### src/rtl/pipe_ctrl_pkg.sv
// Shared definitions for the pipeline sequencer.
//   pipe_state_t : sequencer mode (normal run, draining, one-cycle flush)
//   occ_width()  : bits needed to hold an occupancy count of 0..stages
package pipe_ctrl_pkg;

  typedef enum logic [1:0] {
    ST_RUN   = 2'd0,
    ST_DRAIN = 2'd1,
    ST_FLUSH = 2'd2
  } pipe_state_t;

  // Occupancy ranges over 0..stages inclusive, hence the +1.
  function automatic int occ_width(input int stages);
    return $clog2(stages + 1);
  endfunction

endpackage

### src/rtl/pipe_sat_counter.sv
// Saturating event counter with synchronous clear.
// Ports:
//   clk, rst_n : clock and asynchronous active-low reset
//   clr        : synchronous clear, wins over inc
//   inc        : count one event this cycle
//   count      : current value, sticks at all-ones once reached
module pipe_sat_counter #(
  parameter int W = 16
) (
  input  logic         clk,
  input  logic         rst_n,
  input  logic         clr,
  input  logic         inc,
  output logic [W-1:0] count
);

  // Clear first, then increment only while below the all-ones ceiling so the
  // counter parks at its maximum instead of wrapping back to zero.
  always_ff @(posedge clk or negedge rst_n) begin
    if (!rst_n) begin
      count <= '0;
    end else if (clr) begin
      count <= '0;
    end else if (inc && (count != {W{1'b1}})) begin
      count <= count + W'(1);
    end
  end

endmodule

### src/rtl/pipe_ctrl.sv
// Control sequencer for a STAGES-deep register pipeline whose data registers
// live outside this block and are clock-enabled by stage_en.  Tracks a valid
// bit per stage with bubble collapsing, supports drain and flush, and keeps
// stall/transfer statistics.
// Ports:
//   clk, rst_n            : clock, asynchronous active-low reset
//   in_valid / in_ready   : upstream handshake into stage 0
//   out_valid / out_ready : downstream handshake from the last stage
//   flush                 : discard everything in flight (one FLUSH cycle follows)
//   drain_req, drain_done : level request to stop intake and empty; done pulse
//   stage_en              : per-stage load enable for the data registers
//   stage_valid           : valid flag of each stage
//   occupancy             : number of valid stages
//   stall_cnt, xfer_cnt   : saturating stall / transfer counters
//   clr_stats             : synchronous clear of both counters
module pipe_ctrl
  import pipe_ctrl_pkg::*;
#(
  parameter int STAGES = 10,
  parameter int CW     = 16
) (
  input  logic                           clk,
  input  logic                           rst_n,
  input  logic                           in_valid,
  output logic                           in_ready,
  output logic                           out_valid,
  input  logic                           out_ready,
  input  logic                           flush,
  input  logic                           drain_req,
  output logic                           drain_done,
  output logic [STAGES-1:0]              stage_en,
  output logic [STAGES-1:0]              stage_valid,
  output logic [occ_width(STAGES)-1:0]   occupancy,
  output logic [CW-1:0]                  stall_cnt,
  output logic [CW-1:0]                  xfer_cnt,
  input  logic                           clr_stats
);

  localparam int OW = occ_width(STAGES);

  pipe_state_t       state_q;
  pipe_state_t       state_d;
  logic [STAGES-1:0] rdy;
  logic              accept;
  logic              xfer;
  logic              stall;

  // Unrolled ready chain: a stage may load when it, or any stage downstream
  // of it, is empty, or when the output is being accepted.  Written as a
  // reduction over the downstream valid bits so no signal feeds itself.
  for (genvar i = 0; i < STAGES; i++) begin : g_rdy
    assign rdy[i] = out_ready | ~(&stage_valid[STAGES-1:i]);
  end

  assign in_ready  = (state_q == ST_RUN) & rdy[0];
  assign stage_en  = (state_q == ST_FLUSH) ? '0 : rdy;
  assign out_valid = stage_valid[STAGES-1];
  assign accept    = in_valid & in_ready;
  assign xfer      = out_valid & out_ready;
  assign stall     = out_valid & ~out_ready;

  // Next-state logic.  Flush overrides everything; a drain ends either when
  // the pipeline is empty (signalled by drain_done) or when the request drops.
  always_comb begin
    state_d    = state_q;
    drain_done = 1'b0;
    if (flush) begin
      state_d = ST_FLUSH;
    end else begin
      case (state_q)
        ST_RUN: begin
          if (drain_req) state_d = ST_DRAIN;
        end
        ST_DRAIN: begin
          if (occupancy == '0) begin
            state_d    = ST_RUN;
            drain_done = 1'b1;
          end else if (!drain_req) begin
            state_d = ST_RUN;
          end
        end
        ST_FLUSH: state_d = ST_RUN;
        default:  state_d = ST_RUN;
      endcase
    end
  end

  // State register.
  always_ff @(posedge clk or negedge rst_n) begin
    if (!rst_n) begin
      state_q <= ST_RUN;
    end else begin
      state_q <= state_d;
    end
  end

  // Valid bits and occupancy.  Each stage copies its upstream neighbour when
  // it is ready, so empty stages keep loading even while the tail is stalled.
  // Occupancy is tracked incrementally from the handshakes rather than by a
  // popcount; a flush (or the FLUSH cycle itself) empties everything.
  always_ff @(posedge clk or negedge rst_n) begin
    if (!rst_n) begin
      stage_valid <= '0;
      occupancy   <= '0;
    end else if (flush || (state_q == ST_FLUSH)) begin
      stage_valid <= '0;
      occupancy   <= '0;
    end else begin
      if (rdy[0]) stage_valid[0] <= accept;
      for (int i = 1; i < STAGES; i++) begin
        if (rdy[i]) stage_valid[i] <= stage_valid[i-1];
      end
      case ({accept, xfer})
        2'b10:   occupancy <= occupancy + OW'(1);
        2'b01:   occupancy <= occupancy - OW'(1);
        default: occupancy <= occupancy;
      endcase
    end
  end

  // Statistics.  A transfer in the same cycle as a flush still counts.
  pipe_sat_counter #(.W(CW)) u_stall_cnt (
    .clk   (clk),
    .rst_n (rst_n),
    .clr   (clr_stats),
    .inc   (stall),
    .count (stall_cnt)
  );

  pipe_sat_counter #(.W(CW)) u_xfer_cnt (
    .clk   (clk),
    .rst_n (rst_n),
    .clr   (clr_stats),
    .inc   (xfer),
    .count (xfer_cnt)
  );

endmodule

### config.mk
export PLATFORM = sky130hd
export DESIGN_NAME = pipe_ctrl
export DESIGN_NICKNAME = d
export VERILOG_FILES = /design/src/rtl/pipe_ctrl_pkg.sv /design/src/rtl/pipe_sat_counter.sv /design/src/rtl/pipe_ctrl.sv
export SDC_FILE = /design/constraint.sdc
export NUM_CORES = 1
export LEC_CHECK = 0
export BUFFER_PORTS_ARGS = -buffer_cell sky130_fd_sc_hd__buf_2
export CAP_MARGIN = 20
export CORE_MARGIN = 5
export CORE_UTILIZATION = 50
export DETAILED_ROUTE_END_ITERATION = 16
export PLACE_DENSITY = 0.77
export SLEW_MARGIN = 20
export SYNTH_ARGS = -nofsm -noshare
export SYNTH_HDL_FRONTEND = slang
export SYNTH_SLANG_ARGS = --single-unit
### constraint.sdc
create_clock -name clk -period 6.5 [get_ports clk]
set_input_delay 0.65 -clock clk [delete_from_list [all_inputs] [get_ports clk]]
set_output_delay 0.65 -clock clk [all_outputs]
set_load 0.05 [all_outputs]
==> flow_summary_export.csv, run 1 <==
group,metric,value,unit
cells_and_area,fin_util,0.610,
setup_path,rr_worst_depth,6,
timing,tns,0,ns
timing,hold_viol_final,0,
setup_path,cp-end-kind,"output port",
timing,finalSetupViolCount,0,
global_routing,grt-ovfl-total,0,
floorplan,io_pins,66,
pwr,irDropWorstVdd,0.000107,V
cells_and_area,nNetsFinal,330,
global_routing,grt_usage,0.177,
clocking,hold_buffers,0,
clocking,cts_num_sinks,48,
placed_design,port_buffers,65,
synthesis,syn_inst,261,
routing,drc,0,
cells_and_area,antenna_cells,0,
cells_and_area,layout-drive-gt1-share,0.251,
min_path,min_path_type,"input pin to asynchronous set/reset pin",
global_routing,grt_pass1_wl,9.05,mm
routing,vias,2033,
synthesis,synth_warnings,0,
cells_and_area,multi_input_area,1200,sq um
pwr,power.total,0.536,mW
run,maxCapViolCount,0,
synthesis,synth.avg_cell_area,9.52,sq um
synthesis,syn_area,2480,sq um
floorplan,die_h,80.5,um
global_routing,grt_max_degree,49,
clocking,clk_pin_slew,0.08,ns
clocking,ctsLongestPathBuffers,2,
timing,slew_viol_final,0,
clocking,cts-root-buf,"clkbuf_8",
routing,drtIter0Drc,127,
global_routing,first_global_vias,1990,
synthesis,syn-num-nets,272,
synthesis,synth_cell_types,40,
setup_path,required,5.85,ns
clocking,cts_tree,"built",
cells_and_area,regArea,1200,sq um
setup_path,regToRegStartpoint,"stage_valid[9]$_DFFE_PN0P_",
clocking,cts_max_level,2,
cells_and_area,fill_cells,442,
status,status,"finished clean",
clocking,cts-buffers-inserted,5,
timing,max_freq,0.365,GHz
timing,fin_skew,0.00382,ns
placed_design,place_congestion,0.752,
setup_path,crit_fanout,9,
floorplan,rows,25,
cells_and_area,syn2layout_area_growth,17.5,%
floorplan,die_area,6480,sq um
floorplan,core,4790,sq um
setup_path,start_kind,"flop",
placed_design,post-dp-hpwl,3.79,mm
setup_path,ff2ff_setup_slack,4.36,ns
setup_path,reg2reg_to,"u_stall_cnt.count[15]$_DFFE_PN0P_",
routing,routed_wl,5.34,mm
routing,dr.pass1.iters,4,
routing,viasPerCell,5.27,
clocking,ctsResizeCount,0,
routing,wl_per_cell,13.8,um
pwr,leakage,1.46,nW
synthesis,yosysSeqAreaShare,0.483,
timing,rsz0062_at_grt,"no",
setup_path,critPathKind,"flop to output port",
clocking,worstSkewPairLatency,0.30,ns
synthesis,ys_seq_elements,48,
floorplan,start_util,0.519,
cells_and_area,stdcell_count,386,
placed_design,post-place-cells,379,
routing,ant_nets,0,
timing,finalCritPeriodShare,0.422,
clocking,post_cts.repair.setup_buffers,0,
setup_path,arrival,2.09,ns
timing,period_needed,2.74,ns
timing,maxSlewHeadroom,0.571,
pwr,power.density,183,nW/um^2
floorplan,die_x,80.5,um
timing,tightest_slew,0.642,ns
global_routing,grt_antenna_before_repair,0,
[layer usage]
layer / part of all wire / up-vias / global-route usage
met5: 0 / - / 0
met3: 0.065 / 7 / 0.0426
met1: 0.48 / 957 / 0.233
met2: 0.44 / 61 / 0.284
met4: 0.014 / 0 / 0.0659
li1: - / 1008 / -
[kinds of logic (layout without fill, tap and decap cells)]
logic type,after synthesis,count (layout),synth area share
AO/OA/AOI/OAI,27,27,0.0765
AND/OR/NAND/NOR,134,134,0.273
adder cells (fa/ha/maj),4,4,0.0201
buffers and inverters,16,74,0.0322
XOR/XNOR,29,29,0.102
flip-flops,48,48,0.483
multiplexers,3,3,0.0121
[power by group]
group | switching (mW) | internal [mW]
registers | 0.00155 | 0.299
logic | 0.0357 | 0.00895
clock network | 0.0951 | 0.0948
total | 0.132 | 0.403
[critical path, cell delays in order, from the launching register on]
cell     delay (ns)
dfrtp_1        0.44
nor2b_1        0.49
and3_1         0.28
and2_1         0.24
a31oi_1        0.10
buf_2          0.24
[worst max path at each step]
stage / depth (start not counted) / from / slack (ns) / endpoint
floorplan: 6 / stage_valid[9]$_DFFE_PN0P_ / 3.60 / stage_en[4]
global placement: 6 / out_ready / 3.86 / stage_en[4]
detailed placement: 6 / out_ready / 3.80 / stage_en[4]
CTS: 5 / stage_valid[9]$_DFFE_PN0P_ / 3.74 / stage_en[4]
global route: 5 / stage_valid[9]$_DFFE_PN0P_ / 3.53 / stage_en[4]
finish: 5 / stage_valid[9]$_DFFE_PN0P_ / 3.76 / stage_en[4]
[layout make-up]
| cell class | instances | share of cell area |
|---|---|---|
| clock buffers | 7 | 0.0330 |
| inverters | 2 | 0.00257 |
| multi-input cells | 197 | 0.412 |
| flip-flops and latches | 48 | 0.411 |
| well taps | 67 | 0.0287 |
| repair buffers | 65 | 0.112 |
[flip-flops by register name, indices dropped and copies added, names as in the netlist]
signal             count
state_q                2
occupancy              4
stage_valid           10
u_stall_cnt.count     16
u_xfer_cnt.count      16
[metrics by stage]
stage | area [sq um] | hold slack (ns) | setup WS, ns
after floorplan | 2480 | 0.354 | 3.60
after global placement | 2820 | 0.518 | 3.86
after detailed placement | 2820 | 0.531 | 3.80
after CTS | 2920 | 0.484 | 3.74
after global routing | 2920 | 0.407 | 3.53
final | 2920 | 0.354 | 3.76
[placed cells by master, fill, tap and decap left out, types with 7 or more instances in the layout]
cell type / count
clkbuf_8: 7
nor2_1: 55
and3_1: 12
buf_2: 64
nand3_1: 11
nand2_1: 18
dfrtp_1: 48
xnor2_1: 9
xor2_1: 20
a21oi_1: 10
[synth_stat cells]
library cell,count,area [sq um]
nor2_1,55,206
dfrtp_1,48,1200
xor2_1,20,175
nand2_1,18,67.6
and3_1,12,75.1
nand3_1,11,55.1
a21oi_1,10,50.1
clkbuf_1,10,37.5
xnor2_1,9,78.8
a31oi_1,6,37.5
nand4_1,6,37.5
nor2b_1,6,37.5
nor3b_1,5,37.5
and2_1,4,25.0
ha_1,4,50.1
nor3_1,4,20.0
mux2i_1,3,30.0
o21ai_0,3,15.0
a211oi_1,2,15.0
and4_1,2,17.5
buf_6,2,22.5
inv_1,2,7.51
o21a_1,2,15.0
a211oi_2,1,12.5
a311o_1,1,10.0
a311oi_4,1,26.3
a41oi_1,1,8.76
and2_4,1,8.76
and4_4,1,11.3
and4bb_4,1,16.3
buf_2,1,5.00
buf_4,1,7.51
nand2b_1,1,6.26
nand3_2,1,10.0
nand4b_1,1,8.76
nor4_1,1,6.26
nor4b_1,1,8.76
or2_2,1,6.26
or3_1,1,6.26
or3b_4,1,11.3
Power figures use the tool's default switching activity.
==> inputs of run 2 (changes only) <==
--- a/config.mk
+++ b/config.mk
@@ -8,9 +8,9 @@
 export BUFFER_PORTS_ARGS = -buffer_cell sky130_fd_sc_hd__buf_2
 export CAP_MARGIN = 20
 export CORE_MARGIN = 5
-export CORE_UTILIZATION = 50
+export CORE_UTILIZATION = 47
 export DETAILED_ROUTE_END_ITERATION = 16
-export PLACE_DENSITY = 0.77
+export PLACE_DENSITY = 0.76
 export SLEW_MARGIN = 20
 export SYNTH_ARGS = -nofsm -noshare
 export SYNTH_HDL_FRONTEND = slang
==> constraint.sdc (replaced) <==
create_clock -name clk -period 2.23 [get_ports clk]
set_input_delay 0.223 -clock clk [delete_from_list [all_inputs] [get_ports clk]]
set_output_delay 0.223 -clock clk [all_outputs]
set_load 0.05 [all_outputs]
==> flow_summary_export.csv, run 2 (same netlist as run 1, synthesis figures left out) <==
group,metric,value,unit
cells_and_area,nNetsFinal,334,
routing,ant_nets,0,
clocking,cts_tree,"built",
global_routing,grt_pass1_wl,8.95,mm
global_routing,grt_antenna_before_repair,0,
global_routing,grt-ovfl-total,0,
routing,drc,0,
setup_path,path_delay_family,"simple AND/OR/NAND/NOR gates",
timing,finalCritPeriodShare,0.956,
clocking,cts_max_level,2,
setup_path,cp-end-kind,"output port",
timing,tightest_slew,0.859,ns
clocking,cts-buffers-inserted,5,
routing,drtIter0Drc,77,
setup_path,path_buf_inv,2,
setup_path,slowest_stage,"dfrtp_2",
setup_path,required,2.01,ns
floorplan,rows,26,
global_routing,grt_max_degree,40,
clocking,hold_buffers,0,
pwr,leakage,1.49,nW
timing,max_freq,0.469,GHz
routing,viasPerCell,5.27,
timing,rsz0062_at_grt,"no",
clocking,ctsLongestPathBuffers,2,
floorplan,io_pins,66,
setup_path,arrival,1.91,ns
timing,slew_viol_final,0,
setup_path,max_stage_delay,0.44,ns
pwr,power.density,545,nW/um^2
cells_and_area,final_cell_mix,"buf_2 (64), nor2_1 (54), dfrtp_1 (47)",
floorplan,die_h,82.7,um
run,maxCapViolCount,0,
setup_path,critPathKind,"flop to output port",
cells_and_area,layout-drive-gt1-share,0.278,
routing,dr.pass1.iters,4,
clocking,cts_num_sinks,48,
routing,vias,2077,
cells_and_area,largestRegisters,"u_stall_cnt.count (16), u_xfer_cnt.count (16), stage_valid (10)",
setup_path,start_kind,"flop",
setup_path,worstPathCellList,"nor2b_1 > buf_4 > and3_1 > and2_1 > a31oi_2 > clkbuf_4",
timing,finalSetupViolCount,0,
cells_and_area,syn2layout_area_growth,20.3,%
timing,fin_skew,0.0109,ns
cells_and_area,fin_util,0.585,
clocking,cts-root-buf,"clkbuf_8",
timing,maxSlewHeadroom,0.427,
setup_path,crit_fanout,9,
global_routing,grt_usage,0.169,
pwr,irDropWorstVdd,0.000432,V
min_path,min_path_type,"input pin to asynchronous set/reset pin",
routing,wl_per_cell,13.6,um
placed_design,place_congestion,0.766,
clocking,worstSkewPairLatency,0.30,ns
routing,routed_wl,5.37,mm
placed_design,post-dp-hpwl,3.94,mm
cells_and_area,antenna_cells,0,
clocking,clk_pin_slew,0.09,ns
timing,hold_viol_final,0,
global_routing,first_global_vias,2006,
clocking,ctsResizeCount,0,
floorplan,die_x,82.7,um
timing,period_needed,2.13,ns
floorplan,start_util,0.487,
status,status,"finished clean",
floorplan,core,5110,sq um
placed_design,dpl_cell_area,2880,sq um
timing,tns,0,ns
cells_and_area,layout_commonest_cell,"buf_2",
floorplan,die_area,6840,sq um
placed_design,port_buffers,65,
cells_and_area,final_area,2990,sq um
clocking,post_cts.repair.setup_buffers,0,
[run 2: power breakdown]
group	leakage, nW	switching, mW	internal [mW]	total, mW
clock network	0.0552	0.281	0.333	0.614
registers	0.666	0.00428	0.873	0.877
logic	0.764	0.107	0.0309	0.138
[run 2: metal layers]
metal  vias up  global-route usage  wire length, um
met1       994               0.219             2460
met2        63               0.272             2470
met3         7              0.0488              359
met5         -                   0                0
met4         0              0.0556               75
li1       1013                   -                -
[run 2: per-stage QoR]
step	worst slack [ns]	hold slack [ns]	instances	total power [mW]
after global routing	0.00462	0.0644	394	1.70
final	0.0980	0.0298	394	1.63
after detailed placement	0.130	0.383	386	1.03
after CTS	0.0485	0.0525	394	1.65
after floorplan	0.0907	-0.0726	261	0.985
after global placement	0.204	0.377	386	1.03
[run 2: path summary, 6_finish.rpt]
| kind | start | to | slack, ns | cells past startpoint |
|---|---|---|---|---|
| hold / removal | rst_n | u_xfer_cnt.count[10]$_DFFE_PN0P_ | 0.03 | 1 |
| setup reg to reg | state_q[0]$_DFFE_PN0P_ | occupancy[3]$_DFFE_PN0P_ | 0.13 | 7 |
| min in group clk | flush | state_q[1]$_DFFE_PN0P_ | 0.08 | 1 |
| hold reg to reg | stage_valid[0]$_DFFE_PN0P_ | stage_valid[1]$_DFFE_PN0P_ | 0.54 | 2 |
| max in group asynchronous | rst_n | u_stall_cnt.count[7]$_DFFE_PN0P_ | 1.55 | 2 |
| setup / recovery | stage_valid[9]$_DFFE_PN0P_ | stage_en[4] | 0.1 | 6 |
[run 2: worst reg2reg max path, delay by kind of cell, from the launching register on]
| family | cells | cell delay [ns] |
|---|---|---|
| AOI/OAI and AO/OA | 1 | 0.34 |
| xor gates and xnor gates | 1 | 0.14 |
| adders and majority gates | 1 | 0.33 |
| DFF | 1 | 0.43 |
| and+or+nand+nor | 4 | 0.74 |
[run 2: area by class of cell]
class                           count  area [sq um]
Clock buffer                        6          72.6
Clock inverter                      2          35.0
Fill cell                         445          2120
Inverter                            2          7.51
Multi-Input combinational cell    197          1230
Sequential cell                    48          1200
Tap cell                           70          87.6
Timing Repair Buffer               69           358
